--- src/rtl/funcion_conf_pkg.sv ---
// Shared constants for the configuration-mode controller and the register
// chip-select decoder: one-hot funcion_conf codes and FSM state encoding.
package funcion_conf_pkg;

    localparam logic [2:0] FC_IDLE  = 3'b000;
    localparam logic [2:0] FC_HORA  = 3'b001;
    localparam logic [2:0] FC_FECHA = 3'b010;
    localparam logic [2:0] FC_TIMER = 3'b100;

    typedef enum logic [1:0] {
        ST_IDLE   = 2'd0,
        ST_CONF   = 2'd1,
        ST_COMMIT = 2'd2
    } estado_t;

    // Simultaneous requests resolve hora > fecha > timer.
    function automatic logic [2:0] sel_codigo(input logic hora, input logic fecha,
                                              input logic timer);
        if (hora)
            return FC_HORA;
        else if (fecha)
            return FC_FECHA;
        else if (timer)
            return FC_TIMER;
        return FC_IDLE;
    endfunction

endpackage

--- src/rtl/generador_funcion_conf_contador.sv ---
// Inactivity counter for configuration mode; exists only when
// INACTIVIDAD_TIMEOUT_EN is defined. Saturates at TIMEOUT_CICLOS-1.
`ifdef INACTIVIDAD_TIMEOUT_EN
module contador_inactividad #(
    parameter int unsigned TIMEOUT_CICLOS = 1_000_000_000,
    parameter int          CONT_W         = 30
) (
    input  logic clk,
    input  logic reset,
    input  logic clear,
    input  logic enable,
    output logic expired
);

    localparam logic [CONT_W-1:0] LIMITE = CONT_W'(TIMEOUT_CICLOS - 1);

    logic [CONT_W-1:0] cnt_q;

    assign expired = (cnt_q == LIMITE);

    always_ff @(posedge clk) begin
        if (!reset)
            cnt_q <= '0;
        else if (clear)
            cnt_q <= '0;
        else if (enable && !expired)
            cnt_q <= cnt_q + 1'b1;
    end

endmodule
`endif

--- src/rtl/generador_funcion_conf.sv ---
// Configuration-mode controller: button pulses -> one-hot funcion_conf, with
// RTC commit handshake. Inactivity abort built only with INACTIVIDAD_TIMEOUT_EN.
module generador_funcion_conf
    import funcion_conf_pkg::*;
#(
    parameter int unsigned TIMEOUT_CICLOS = 1_000_000_000,
    parameter int          CONT_W         = 30
) (
    input  logic       clk,
    input  logic       reset,
    input  logic       btn_conf_hora,
    input  logic       btn_conf_fecha,
    input  logic       btn_conf_timer,
    input  logic       btn_salir,
    input  logic       actividad,
    input  logic       rtc_busy,
    input  logic       rtc_ack,
    output logic [2:0] funcion_conf,
    output logic       conf_activa,
    output logic       escribir_rtc,
    output logic       cancelado
);

    estado_t    estado_q, estado_d;
    logic [2:0] codigo_d;
    logic [2:0] fc_d;
    logic       activa_d, escribir_d;
    logic       btn_conf_any;
    logic       timeout;

    assign btn_conf_any = btn_conf_hora | btn_conf_fecha | btn_conf_timer;

`ifdef INACTIVIDAD_TIMEOUT_EN
    logic clr_cnt, expirado, cancel_d, cancel_q;

    // Any button in CONF counts as activity; outside CONF the count is held at 0.
    assign clr_cnt = (estado_q != ST_CONF) | actividad | btn_conf_any | btn_salir;
    assign timeout = expirado & ~clr_cnt;

    contador_inactividad #(
        .TIMEOUT_CICLOS(TIMEOUT_CICLOS),
        .CONT_W        (CONT_W)
    ) u_contador (
        .clk    (clk),
        .reset  (reset),
        .clear  (clr_cnt),
        .enable (estado_q == ST_CONF),
        .expired(expirado)
    );

    assign cancel_d  = (estado_q == ST_CONF) && (estado_d == ST_IDLE);
    assign cancelado = cancel_q;

    always_ff @(posedge clk) begin
        if (!reset)
            cancel_q <= 1'b0;
        else
            cancel_q <= cancel_d;
    end
`else
    logic unused_cfg;

    // Timeout parameters and activity only matter when the abort is built.
    assign unused_cfg = ^{TIMEOUT_CICLOS[0], CONT_W[0], actividad};
    assign timeout    = 1'b0;
    assign cancelado  = 1'b0;
`endif

    always_ff @(posedge clk) begin
        if (!reset) begin
            estado_q     <= ST_IDLE;
            funcion_conf <= FC_IDLE;
            conf_activa  <= 1'b0;
            escribir_rtc <= 1'b0;
        end else begin
            estado_q     <= estado_d;
            funcion_conf <= fc_d;
            conf_activa  <= activa_d;
            escribir_rtc <= escribir_d;
        end
    end

    always_comb begin
        estado_d = estado_q;
        codigo_d = funcion_conf;
        case (estado_q)
            ST_IDLE: begin
                if (!rtc_busy && btn_conf_any) begin
                    estado_d = ST_CONF;
                    codigo_d = sel_codigo(btn_conf_hora, btn_conf_fecha, btn_conf_timer);
                end
            end
            ST_CONF: begin
                if (btn_salir)
                    estado_d = ST_COMMIT;
                else if (timeout)
                    estado_d = ST_IDLE;
            end
            ST_COMMIT: begin
                if (rtc_ack)
                    estado_d = ST_IDLE;
            end
            default: estado_d = ST_IDLE;
        endcase
    end

    // Code stays on the bus through COMMIT so chip selects remain valid.
    always_comb begin
        fc_d       = (estado_d == ST_IDLE) ? FC_IDLE : codigo_d;
        activa_d   = (estado_d != ST_IDLE);
        escribir_d = (estado_d == ST_COMMIT);
    end

endmodule

--- config.mk ---
export PLATFORM = sky130hd
export DESIGN_NAME = generador_funcion_conf
export DESIGN_NICKNAME = d
export VERILOG_FILES = /design/src/rtl/funcion_conf_pkg.sv /design/src/rtl/generador_funcion_conf_contador.sv /design/src/rtl/generador_funcion_conf.sv
export SDC_FILE = /design/constraint.sdc
export NUM_CORES = 1
export LEC_CHECK = 0
export CAP_MARGIN = 10
export CORE_AREA = 2 2 39 41
export CTS_CLUSTER_DIAMETER = 100
export DETAILED_ROUTE_END_ITERATION = 6
export DIE_AREA = 0 0 41 43
export PLACE_DENSITY = 0.54
export SETUP_SLACK_MARGIN = 0.4
export SYNTH_ARGS = -nofsm -noshare
export SYNTH_HDL_FRONTEND = slang
export SYNTH_SLANG_ARGS = --single-unit
--- constraint.sdc ---
create_clock -name clk -period 3.3 [get_ports clk]
set_input_delay 0.99 -clock clk [delete_from_list [all_inputs] [get_ports clk]]
set_output_delay 0.99 -clock clk [all_outputs]
set_load 0.02 [all_outputs]
==> results.toml <==
[status]
status = "complete, no violations"

[route]
routed_wl_um = 576
via_count = 282
wl_met2_um = 272
antenna_left = 0
drt_iter0_markers = 3
met1_length_um = 253
drc = 0
routed.top_layer = "met3"
detail_route.wl_per_cell_um = 9.14
met3_length_um = 50
vias_per_cell = 4.48
first_pass_iters = 3

[global_routing]
grt_pass1_wl_um = 966
antenna_found_initial = 0
grt_max_degree = 7
grt-ovfl-total = 0
grt_pass1_vias = 270
grt_usage_pct = 8.15

[clock_network]
tritoncts = "yes"
htree_levels = 1
path_clk_slew_ps = 50
ctsResizeCount = 0
cts_root_buf = "clkbuf_4"
insertion_delay_ps = 240
cts_hold_repair.buffers = 0
cts_num_sinks = 7
numCtsBuffers = 3
post_cts_buffers = 0
cts_max_path_buffers = 2

[placed_design]
io_buffers = 12
pre_cts_ws_ps = 818
place_hpwl_um = 450
place.gp.congestion = 0.620

[floorplan]
die-area_um2 = 1760
fp.dieW_um = 41
die_y_um = 43
core_um2 = 1380
io_pins = 15
rows = 14
start_util_pct = 22.2

[power]
p_per_area_nw_per_um2 = 441
leakagePower_nw = 0.189
peakVddDrop_uv = 193

[critical_path]
rr_startpoint = "estado_q[1]"
cp_max_fo = 5
required_ps = 3400
worst_r2r_endpoint = "funcion_conf[2]"
timing_worst_setup_path_type = "primary input to flip-flop"
critPathArrivalTime_ps = 2320
r2r_setup_slack_ps = 1940
cp-start-kind = "primary input"
crit_path_start = "btn_conf_fecha"
reg2reg_depth = 3
crit_path_end_kind = "flip-flop"

[logic_synthesis]
synth.area.top_cells = "dfxtp_1 46%, o21ai_0 4.9%, a22oi_1 4.9%, a22oi_2 4.1%, and4bb_2 4.1%"
synth-seq-area-share_pct = 45.5
syn_area_um2 = 308
synth_warnings = 0
synth_nets = 41
syn_avg_cell_area_um2 = 9.62
synthArstFlopShare_pct = 0
synth_edf_count = 0
synth_ff_type = "dfxtp_1"
syn_inst = 32
yosysUniqueCellTypes = 19
synth_seq_cells = 7
yosysTopAreaCell = "dfxtp_1"
yosysTopAreaCellShare_pct = 45.5

[sta]
slew_viol_final = 0
rsz0062_at_grt = "no"
fin_ws_ps = 1080
fin_skew_ps = 0.369
hold_viol = 0
fmax_mhz = 451
timing.setup.tns_ps = 0
setup_viol = 0
period_needed_ps = 2220
post-route-period-util_pct = 67.2

[finish]
num-fill-cells = 153
layout-drive-gt1-share_pct = 17.0
area_growth_pct = 51.6
fin_nets = 57
multi_input_area_um2 = 149
num_antenna_cells = 0
seq_area_um2 = 140

[worst_hold_path]
min_to = "funcion_conf[1]"
hold_class = "flip-flop to flip-flop"
hold_depth = 2
hold_start = "funcion_conf[1]"

[flow_run]
drv_cap = 0
## cell type report
class	count	area share, %
Timing Repair Buffer	12	25.7
Multi-Input combinational cell	21	31.9
Tap cell	16	4.29
Clock buffer	4	5.63
Inverter	3	2.41
Sequential cell	7	30.0
## per-layer routing
layer,global-route usage (%),vias up
met5,0,-
met4,4.00,0
li1,-,146
met3,5.24,0
met2,12.8,11
met1,7.77,125
## critical path, cell delays in order
cell	delay (ps)
clkdlybuf4s50_1	450
or3_1	390
a21oi_1	330
a22oi_1	150
## Yosys cell counts, types with 2 or more instances
library cell  n
dfxtp_1       7
inv_1         3
o21ai_0       3
a22oi_1       2
nand2_1       2
nor3_1        2
## logic make-up (layout without fill, tap and decap cells)
kind of cell,count (synthesis),count (layout),share of synthesized area [%]
compound gates,8,8,17.1
buf+inv,4,19,6.10
flops,7,7,45.5
other cells,1,1,1.22
simple gates,12,12,30.1
## how the worst max path moves through the flow
stage                            endpoint  slack (ps)  cells after the start
after floorplan           funcion_conf[2]        1390                      3
after global placement    funcion_conf[1]         800                      4
after detailed placement  funcion_conf[1]         820                      4
after CTS                 funcion_conf[1]        1070                      4
after global routing      funcion_conf[1]         980                      4
final                     funcion_conf[1]        1080                      4
## registers in the layout, summed over array words and instances, names as in the netlist
name,flops
conf_activa,1
escribir_rtc,1
funcion_conf,3
estado_q,2
## placed cells by master (no fill, tap or decap)
master,netlist,layout
a22oi_1,2,2
o21ai_0,3,3
nor3b_1,1,1
conb_1,1,1
nand2_1,2,2
and4bb_2,1,1
or4_4,1,1
o21ai_1,1,1
clkbuf_1,0,1
clkbuf_4,0,3
or3_4,1,1
clkdlybuf4s50_1,0,12
and3b_2,1,1
dfxtp_1,7,7
or3_1,1,1
nand3b_1,1,1
inv_1,3,3
a22oi_2,1,1
a21oi_1,1,1
nor4b_1,1,1
nor3_1,2,2
## through the flow
stage | std cells | hold WS (ps) | power [mW] | util, % | area (µm²)
3_3_place_gp | 59 | 483 | 0.132 | 31.8 | 440
2_1_floorplan | 32 | 555 | 0.113 | - | 308
4_1_cts | 63 | 487 | 0.210 | 33.7 | 467
5_1_grt | 63 | 505 | 0.218 | 33.7 | 467
6_report | 63 | 485 | 0.206 | 33.7 | 467
3_5_place_dp | 59 | 486 | 0.132 | 31.8 | 440
## where the power goes
group          leakage, nW  total, mW  internal, mW  switching [mW]
combinational        0.117     0.0364        0.0202          0.0162
clock               0.0150     0.0761        0.0460          0.0301
sequential          0.0572     0.0931        0.0898         0.00322
total                0.189      0.206         0.156          0.0495
Note: power is estimated with default switching activity, not from simulation.
